===== src/rtl/quadratic_coeff_loader.sv =====
// Coefficient entry front-end for the quadratic solver. Two debounced pushbuttons
// step a four-state FSM that captures a, b, c from switches and then enables the solver.

module quadratic_coeff_loader_debounce #(
  parameter int unsigned DEBOUNCE_CYCLES = 4
) (
  input  logic clk,
  input  logic rst_n,
  input  logic raw,
  output logic rise
);

  localparam logic [15:0] LAST_COUNT = 16'(DEBOUNCE_CYCLES - 1);

  logic        sync_1;
  logic        sync_2;
  logic        level;
  logic        level_q;
  logic [15:0] count;

  // NOTE: sequential state uses non-blocking assignments so every flop samples
  // pre-edge values; blocking here would collapse the synchronizer into one flop.
  always_ff @(posedge clk) begin
    if (!rst_n) begin
      sync_1  <= 1'b0;
      sync_2  <= 1'b0;
      level   <= 1'b0;
      level_q <= 1'b0;
      count   <= '0;
    end else begin
      sync_1  <= raw;
      sync_2  <= sync_1;
      level_q <= level;
      if (sync_2 == level) begin
        count <= '0;
      end else if (count == LAST_COUNT) begin
        level <= ~level;
        count <= '0;
      end else begin
        count <= count + 16'd1;
      end
    end
  end

  // Pulse is combinational off the debounced level so the FSM acts one edge later.
  assign rise = level & ~level_q;

endmodule

module quadratic_coeff_loader #(
  parameter int unsigned DEBOUNCE_CYCLES = 4
) (
  input  logic       i_clk,
  input  logic       i_rst_n,
  input  logic [4:0] i_sw,
  input  logic       i_btn_load,
  input  logic       i_btn_clear,
  output logic [4:0] o_a,
  output logic [4:0] o_b,
  output logic [4:0] o_c,
  output logic       o_enable,
  output logic [1:0] o_state,
  output logic       o_done
);

  typedef enum logic [1:0] {
    S_A     = 2'b00,
    S_B     = 2'b01,
    S_C     = 2'b10,
    S_SOLVE = 2'b11
  } state_t;

  state_t     state;
  state_t     next_state;
  logic       load_pulse;
  logic       clear_pulse;
  logic [4:0] sw_norm;

  quadratic_coeff_loader_debounce #(
    .DEBOUNCE_CYCLES(DEBOUNCE_CYCLES)
  ) u_load_db (
    .clk   (i_clk),
    .rst_n (i_rst_n),
    .raw   (i_btn_load),
    .rise  (load_pulse)
  );

  quadratic_coeff_loader_debounce #(
    .DEBOUNCE_CYCLES(DEBOUNCE_CYCLES)
  ) u_clear_db (
    .clk   (i_clk),
    .rst_n (i_rst_n),
    .raw   (i_btn_clear),
    .rise  (clear_pulse)
  );

  // Negative zero collapses to +0 so the solver sees a single encoding of zero.
  assign sw_norm = (i_sw == 5'b10000) ? 5'b00000 : i_sw;

  // NOTE: next_state gets its default before the case so no path leaves it
  // unassigned, which would otherwise infer a latch.
  always_comb begin
    next_state = state;
    if (clear_pulse) begin
      next_state = S_A;
    end else if (load_pulse) begin
      unique case (state)
        S_A:     next_state = S_B;
        S_B:     next_state = S_C;
        S_C:     next_state = S_SOLVE;
        S_SOLVE: next_state = S_A;
        default: next_state = S_A;
      endcase
    end
  end

  always_ff @(posedge i_clk) begin
    if (!i_rst_n) begin
      state    <= S_A;
      o_a      <= '0;
      o_b      <= '0;
      o_c      <= '0;
      o_enable <= 1'b1;
      o_done   <= 1'b0;
    end else begin
      state    <= next_state;
      o_enable <= (next_state != S_SOLVE);
      o_done   <= (state == S_C) && (next_state == S_SOLVE);
      if (clear_pulse) begin
        o_a <= '0;
        o_b <= '0;
        o_c <= '0;
      end else if (load_pulse) begin
        unique case (state)
          S_A:     o_a <= sw_norm;
          S_B:     o_b <= sw_norm;
          S_C:     o_c <= sw_norm;
          default: ;
        endcase
      end
    end
  end

  assign o_state = state;

endmodule


===== config.mk =====
export PLATFORM = sky130hd
export DESIGN_NAME = quadratic_coeff_loader
export DESIGN_NICKNAME = d
export VERILOG_FILES = /design/src/rtl/quadratic_coeff_loader.sv
export SDC_FILE = /design/constraint.sdc
export NUM_CORES = 1
export LEC_CHECK = 0
export BUFFER_PORTS_ARGS = -buffer_cell sky130_fd_sc_hd__buf_4
export CELL_PAD_IN_SITES_DETAIL_PLACEMENT = 1
export CELL_PAD_IN_SITES_GLOBAL_PLACEMENT = 1
export CORE_MARGIN = 2
export CORE_UTILIZATION = 34
export DETAILED_ROUTE_END_ITERATION = 8
export GPL_TIMING_DRIVEN = 0
export PLACE_DENSITY = 0.69
export SYNTH_ARGS = -nofsm -noshare
export SYNTH_HDL_FRONTEND = slang
export SYNTH_SLANG_ARGS = --single-unit

===== constraint.sdc =====
create_clock -name i_clk -period 1.5 [get_ports i_clk]
set_input_delay 0.15 -clock i_clk [delete_from_list [all_inputs] [get_ports i_clk]]
set_output_delay 0.15 -clock i_clk [all_outputs]
set_load 0.01 [all_outputs]

==> results.py, run 1 <==
metrics = {
    "synthesis": {
        "synth_area_leader_cell": "dfxtp_1",
        "synth_nets": 269,
        "ys_async_sr_fraction": 0,
        "ys_ff_latch": 59,
        "synth_top_area_frac": 0.483,
        "synth.area.top_cells": "dfxtp_1 (48%), nor2_1 (8.4%), xnor2_1 (7.5%)",
        "syn_avg_cell_area_um2": 9.59,
        "ys_types": 33,
        "synthFlopType": "dfxtp_1",
        "synth_edf_count": 0,
        "syn_inst": 255,
        "yosysMostFrequentCell": "dfxtp_1",
        "synth_commonest_cells": "dfxtp_1 (59), nor2_1 (55), xnor2_1 (21)",
        "ys_seq_area_frac": 0.483,
        "yosys_warnings": 0,
        "syn-cell-area_um2": 2450,
    },
    "placed_design": {
        "io_buffers": 27,
        "post-dp-hpwl_um": 3520,
        "place.gp.congestion": 0.788,
        "placed_cell_area_um2": 2770,
    },
    "route": {
        "routed_via_density": 4.64,
        "drt_wl_total_um": 5040,
        "wl_per_cell_um": 12.5,
        "vias": 1865,
        "drtIter0Drc": 77,
        "ant_nets": 0,
        "firstDrtPassIters": 4,
        "drc": 0,
    },
    "timing": {
        "slew_viol_final": 0,
        "fin_crit_ps": 1410,
        "hold_viol_final": 0,
        "fin_skew_ps": 6.03,
        "slew_headroom": 0.540,
        "whs_ps": 47.0,
        "setup_viol_count_final": 0,
        "fmax_mhz": 711,
        "fin_crit_sh": 0.937,
        "worst_pin_slew_ps": 682,
    },
    "setup_path": {
        "cp-start-kind": "flip-flop",
        "worstSetupStartpoint": "u_clear_db.count[0]",
        "crit_path_end_kind": "flip-flop",
        "crit_path_cell_trace": "ha_4 -> nor4b_2 -> nand4_1 -> buf_4 -> mux2i_1 -> nor2b_1",
        "path_buf_inv": 1,
        "cp_max_fo": 4,
        "critPathArrivalTime_ps": 1620,
        "path_class": "flip-flop to flip-flop",
        "r2r_start": "u_clear_db.count[0]",
        "cp_slowest_cell": "dfxtp_2",
        "slowest_delay_ps": 370,
        "cp.required_ps": 1720,
        "path_delay_family": "simple AND/OR/NAND/NOR gates",
    },
    "final_layout": {
        "layout-drive-gt1-share": 0.252,
        "nets": 316,
        "final_util": 0.456,
        "fillCellCount": 806,
        "diodes": 0,
        "syn_to_final_growth_pct": 28.0,
        "fin_area_um2": 3130,
    },
    "hold_path": {
        "min_path_type": "primary input to flip-flop",
        "worstHoldStart": "i_btn_clear",
    },
    "floorplan": {
        "ioPinCount": 28,
        "die_x_um": 88.8,
        "initial_utilization": 0.356,
        "coreArea_um2": 6870,
        "die_y_um": 88.8,
        "rows": 30,
        "die-area_um2": 7890,
    },
    "cts": {
        "root_buffer": "clkbuf_8",
        "cts_tree": "built",
        "h-tree-depth": 3,
        "clock_latency_ps": 330,
        "path_clk_slew_ps": 60,
        "numClockSinks": 59,
        "max-clock-path-buffers": 2,
        "cts_made_buffers": 9,
    },
    "run": {
        "maxCapViolCount": 0,
    },
    "status": {
        "outcome": "finished, final reports clean",
    },
    "grt": {
        "grt_pass1_wl_um": 8790,
        "antenna_found_initial": 0,
        "grt_pass1_vias": 1906,
        "grt_use_total": 0.144,
        "grt-ovfl-total": 0,
        "grt_max_degree": 11,
    },
    "power_and_ir_drop": {
        "vdd_ir_drop_max_mv": 0.473,
        "p_leak_nw": 1.21,
        "p_per_area_nw_per_um2": 978,
    },
}
==> where the power goes <==
group	internal (mW)	switching, mW
combinational	0.0324	0.0357
sequential	1.57	0.00421
clock	0.848	0.573
total	2.45	0.612
==> placed cells by master (no fill, tap or decap), types with 3 or more instances in the layout <==
cell type and n:
xnor2_1 21, nor2_1 55, nor4_2 5, nor3_1 8, buf_4 35, clkbuf_8 11, nand3_1 8, inv_1 9
buf_6 3, dfxtp_1 53, nor4_1 8, and2_1 6, clkbuf_1 3, dfxtp_2 4, mux2i_1 14, xor2_1 9
nand3b_1 3, ha_1 3, nand2_1 7, nand4_1 9, a21oi_1 4
==> worst reg2reg max path, cell delays in order (launching register included) <==
cell     delay, ps
dfxtp_2        370
ha_4           160
nor4b_2        190
nand4_1        190
buf_4          180
mux2i_1        150
nor2b_1         60
==> state kept, by name, summed over array words and instances (netlist names) <==
| signal | count |
|---|---|
| o_done | 1 |
| o_enable | 1 |
| u_load_db.count | 16 |
| u_clear_db.count | 16 |
| o_c | 5 |
| u_clear_db.sync_2 | 1 |
| o_a | 5 |
| o_b | 5 |
| u_clear_db.level | 1 |
| u_load_db.sync_1 | 1 |
| u_load_db.sync_2 | 1 |
| u_clear_db.level_q | 1 |
| o_state | 2 |
| u_load_db.level | 1 |
| u_clear_db.sync_1 | 1 |
| u_load_db.level_q | 1 |
==> final timing paths <==
check | slack [ps] | to | cells after the start
setup reg to reg | 90 | u_clear_db.level | 6
hold reg to reg | 430 | u_load_db.sync_2 | 1
hold / removal | 50 | u_clear_db.sync_1 | 2
setup / recovery | 90 | u_clear_db.level | 6
==> metal layers <==
| metal | GRT usage | up-vias | part of all wire |
|---|---|---|---|
| li1 | - | 958 | - |
| met1 | 0.182 | 880 | 0.48 |
| met2 | 0.229 | 22 | 0.47 |
| met3 | 0.0560 | 5 | 0.035 |
| met4 | 0.0413 | 0 | 0.011 |
| met5 | 0 | - | 0 |
==> timing repair <==
action                     in CTS  in global routing
setup buffers                   3                  6
hold buffers                    0                  0
setup endpoints to repair      44                 45
pin swaps                       5                  5
resized for setup              12                 11
gates cloned                    1                  0
==> logic make-up after synthesis <==
kind of cell	count (synthesis)	synth area share
multiplexers	14	0.0573
adder cells (fa/ha/maj)	5	0.0256
AO/OA/AOI/OAI	7	0.0169
buffers and inverters	15	0.0286
flip-flops	59	0.483
XOR/XNOR	30	0.107
AND/OR/NAND/NOR	125	0.281
==> layout make-up <==
class | instances | area (um^2) | area share
clock inverter | 2 | 35.0 | 0.0112
buffer | 5 | 36.3 | 0.0116
tap | 96 | 120 | 0.0384
timing repair buffer | 37 | 294 | 0.0939
sequential | 59 | 1190 | 0.381
clock buffer | 13 | 159 | 0.0508
inverter | 9 | 33.8 | 0.0108
multi-input combinational | 181 | 1260 | 0.402
==> per-stage QoR <==
step	cells	setup TNS (ps)	worst slack, ps	total power [mW]
floorplan	255	0	3.49	1.64
CTS	397	0	0.473	3.13
global placement	378	-7290	-325	1.67
detailed placement	378	-6760	-298	1.67
finish	402	0	94.5	3.06
global route	402	-0.108	-0.108	3.21
No activity file was read; power rests on OpenSTA's default activity.
==> run 2: changes to the inputs <==
Settings changed: CELL_PAD_IN_SITES_DETAIL_PLACEMENT 1 to unset, CELL_PAD_IN_SITES_GLOBAL_PLACEMENT 1 to unset, PLACE_DENSITY 0.69 to 0.57, SYNTH_HIERARCHICAL set to 1.
==> results.py, run 2 <==
metrics = {
    "run": {
        "maxCapViolCount": 0,
    },
    "synthesis": {
        "synth_edf_count": 0,
        "syn_inst": 272,
        "synth_nets": 287,
        "ys_async_sr_fraction": 0,
        "ys_ff_latch": 59,
        "synth_commonest_cells": "dfxtp_1 (59), nor2_1 (30), nand3_1 (27)",
        "ys_seq_area_frac": 0.482,
        "synth_area_leader_cell": "dfxtp_1",
        "synthFlopType": "dfxtp_1",
        "yosys_warnings": 6,
        "syn_avg_cell_area_um2": 9.00,
        "synth.area.top_cells": "dfxtp_1 (48%), xor2_1 (7.2%), nand3_1 (5.5%)",
        "syn-cell-area_um2": 2450,
        "yosysMostFrequentCell": "dfxtp_1",
        "synth_top_area_frac": 0.482,
        "ys_types": 32,
    },
    "power_and_ir_drop": {
        "vdd_ir_drop_max_mv": 0.565,
        "p_leak_nw": 1.18,
        "p_per_area_nw_per_um2": 977,
    },
    "grt": {
        "grt_use_total": 0.134,
        "grt_max_degree": 12,
        "antenna_found_initial": 0,
        "grt_pass1_wl_um": 8090,
        "grt-ovfl-total": 0,
        "grt_pass1_vias": 1752,
    },
    "final_layout": {
        "syn_to_final_growth_pct": 31.1,
        "fillCellCount": 689,
        "final_cell_mix": "buf_4 (42), dfxtp_1 (41), nor2_1 (30)",
        "diodes": 0,
        "multiInputGateArea_um2": 1290,
        "layout_commonest_cell": "buf_4",
        "nets": 337,
        "fin_area_um2": 3210,
        "top_regs": "u_clear_db/count x16, u_load_db/count x16",
        "final_util": 0.467,
        "layout-drive-gt1-share": 0.297,
        "seq_area_um2": 1230,
    },
    "setup_path": {
        "path_class": "flip-flop to flip-flop",
        "cp-start-kind": "flip-flop",
        "critPathArrivalTime_ps": 1720,
        "cp_max_fo": 5,
        "cp.required_ps": 1770,
        "crit_path_end_kind": "flip-flop",
    },
    "route": {
        "ant_nets": 0,
        "wl_per_cell_um": 11.9,
        "routed_via_density": 4.81,
        "drt_wl_total_um": 5020,
        "firstDrtPassIters": 4,
        "vias": 2033,
        "drc": 0,
        "drtIter0Drc": 78,
    },
    "cts": {
        "h-tree-depth": 3,
        "max-clock-path-buffers": 2,
        "path_clk_slew_ps": 70,
        "root_buffer": "clkbuf_8",
        "numClockSinks": 59,
        "cts_made_buffers": 9,
        "clock_latency_ps": 330,
        "cts_tree": "built",
    },
    "timing": {
        "slew_headroom": 0.794,
        "fmax_mhz": 689,
        "fin_crit_sh": 0.967,
        "setup_viol_count_final": 0,
        "hold_viol_final": 0,
        "slew_viol_final": 0,
        "worst_pin_slew_ps": 307,
        "fin_skew_ps": 5.87,
        "fin_crit_ps": 1450,
    },
    "placed_design": {
        "io_buffers": 27,
        "post-dp-hpwl_um": 3340,
        "placed_cell_area_um2": 2810,
        "place.gp.congestion": 0.805,
    },
    "floorplan": {
        "die_x_um": 88.9,
        "die_y_um": 88.9,
        "coreArea_um2": 6870,
        "rows": 30,
        "initial_utilization": 0.356,
        "die-area_um2": 7900,
        "ioPinCount": 28,
    },
    "status": {
        "outcome": "finished, final reports clean",
    },
    "hold_path": {
        "min_path_type": "primary input to flip-flop",
    },
}
==> run 2: cell types whose count changed after synthesis, moves of 11 or more <==
| cell | before | now |
|---|---|---|
| a21oi_1 | 4 | 19 |
| nand3_1 | 8 | 27 |
| xor2_1 | 9 | 20 |
| nor2_1 | 55 | 30 |
| nand2_1 | 7 | 25 |
| xnor2_1 | 21 | 6 |
| mux2i_1 | 14 | 3 |
==> run 2: through the flow <==
step | hold WS, ps | setup slack (ps) | cells | setup TNS [ps] | power [mW]
floorplan | 272 | 43.7 | 272 | 0 | 1.64
global placement | 362 | -251 | 395 | -4940 | 1.67
detailed placement | 365 | -264 | 395 | -4880 | 1.67
CTS | 6.63 | 3.54 | 415 | 0 | 3.20
global route | 24.9 | -26.1 | 423 | -27.5 | 3.27
finish | 25.1 | 48.9 | 423 | 0 | 3.14
==> run 2: where the power goes <==
group          switching, mW  internal, mW  total, mW
clock                  0.611         0.897       1.51
sequential           0.00459          1.56       1.56
combinational         0.0369        0.0315     0.0684
total                  0.653          2.48       3.14
==> run 2: cell families after synthesis <==
family | Yosys count | synth area share
mux | 3 | 0.0123
xor+xnor | 26 | 0.0930
fa+ha+maj | 6 | 0.0307
buf+inv | 13 | 0.0255
compound gates | 24 | 0.0537
simple gates | 141 | 0.303
flops | 59 | 0.482
==> run 2: what timing repair did <==
action / 4_1_cts / 5_1_grt
hold buffers: 0 / 0
setup buffers: 4 / 8
hold endpoints to repair: 0 / 0
setup endpoints to repair: 27 / 24
pin swaps: 4 / 4
gates resized for setup: 16 / 19
==> run 2: routing by layer <==
metal / GRT usage / vias to the layer above / routed length [um] / share of wire
li1: - / 1057 / - / -
met4: 0.0744 / 0 / 90 / 0.018
met3: 0.0410 / 7 / 300 / 0.060
met2: 0.198 / 53 / 2250 / 0.45
met5: 0 / - / 0 / 0
met1: 0.173 / 916 / 2380 / 0.47
==> run 2: worst paths after layout <==
kind / startpoint / to / slack, ps / depth (start not counted)
worst max-delay path: u_load_db/count[8] / u_load_db/count[15] / 50 / 4
worst min-delay path: i_btn_load / u_load_db/sync_1 / 30 / 2
worst max register to register: u_load_db/count[8] / u_load_db/count[15] / 50 / 4
worst min register to register: u_load_db/sync_1 / u_load_db/sync_2 / 440 / 1
==> run 2: area by class of cell <==
type	instances	area share
plain buffers	9	0.0164
clock buffers	12	0.0514
clock inverters	4	0.0148
inverters	4	0.00468
multi-input cells	200	0.401
flip-flops and latches	59	0.383
well taps	96	0.0374
repair buffers	39	0.0912
==> run 2: worst max-delay path, cell delays in order, from the launching register on <==
cell,delay [ps]
dfxtp_2,380
and4_4,240
nand4_2,140
or4_1,490
a21oi_1,150
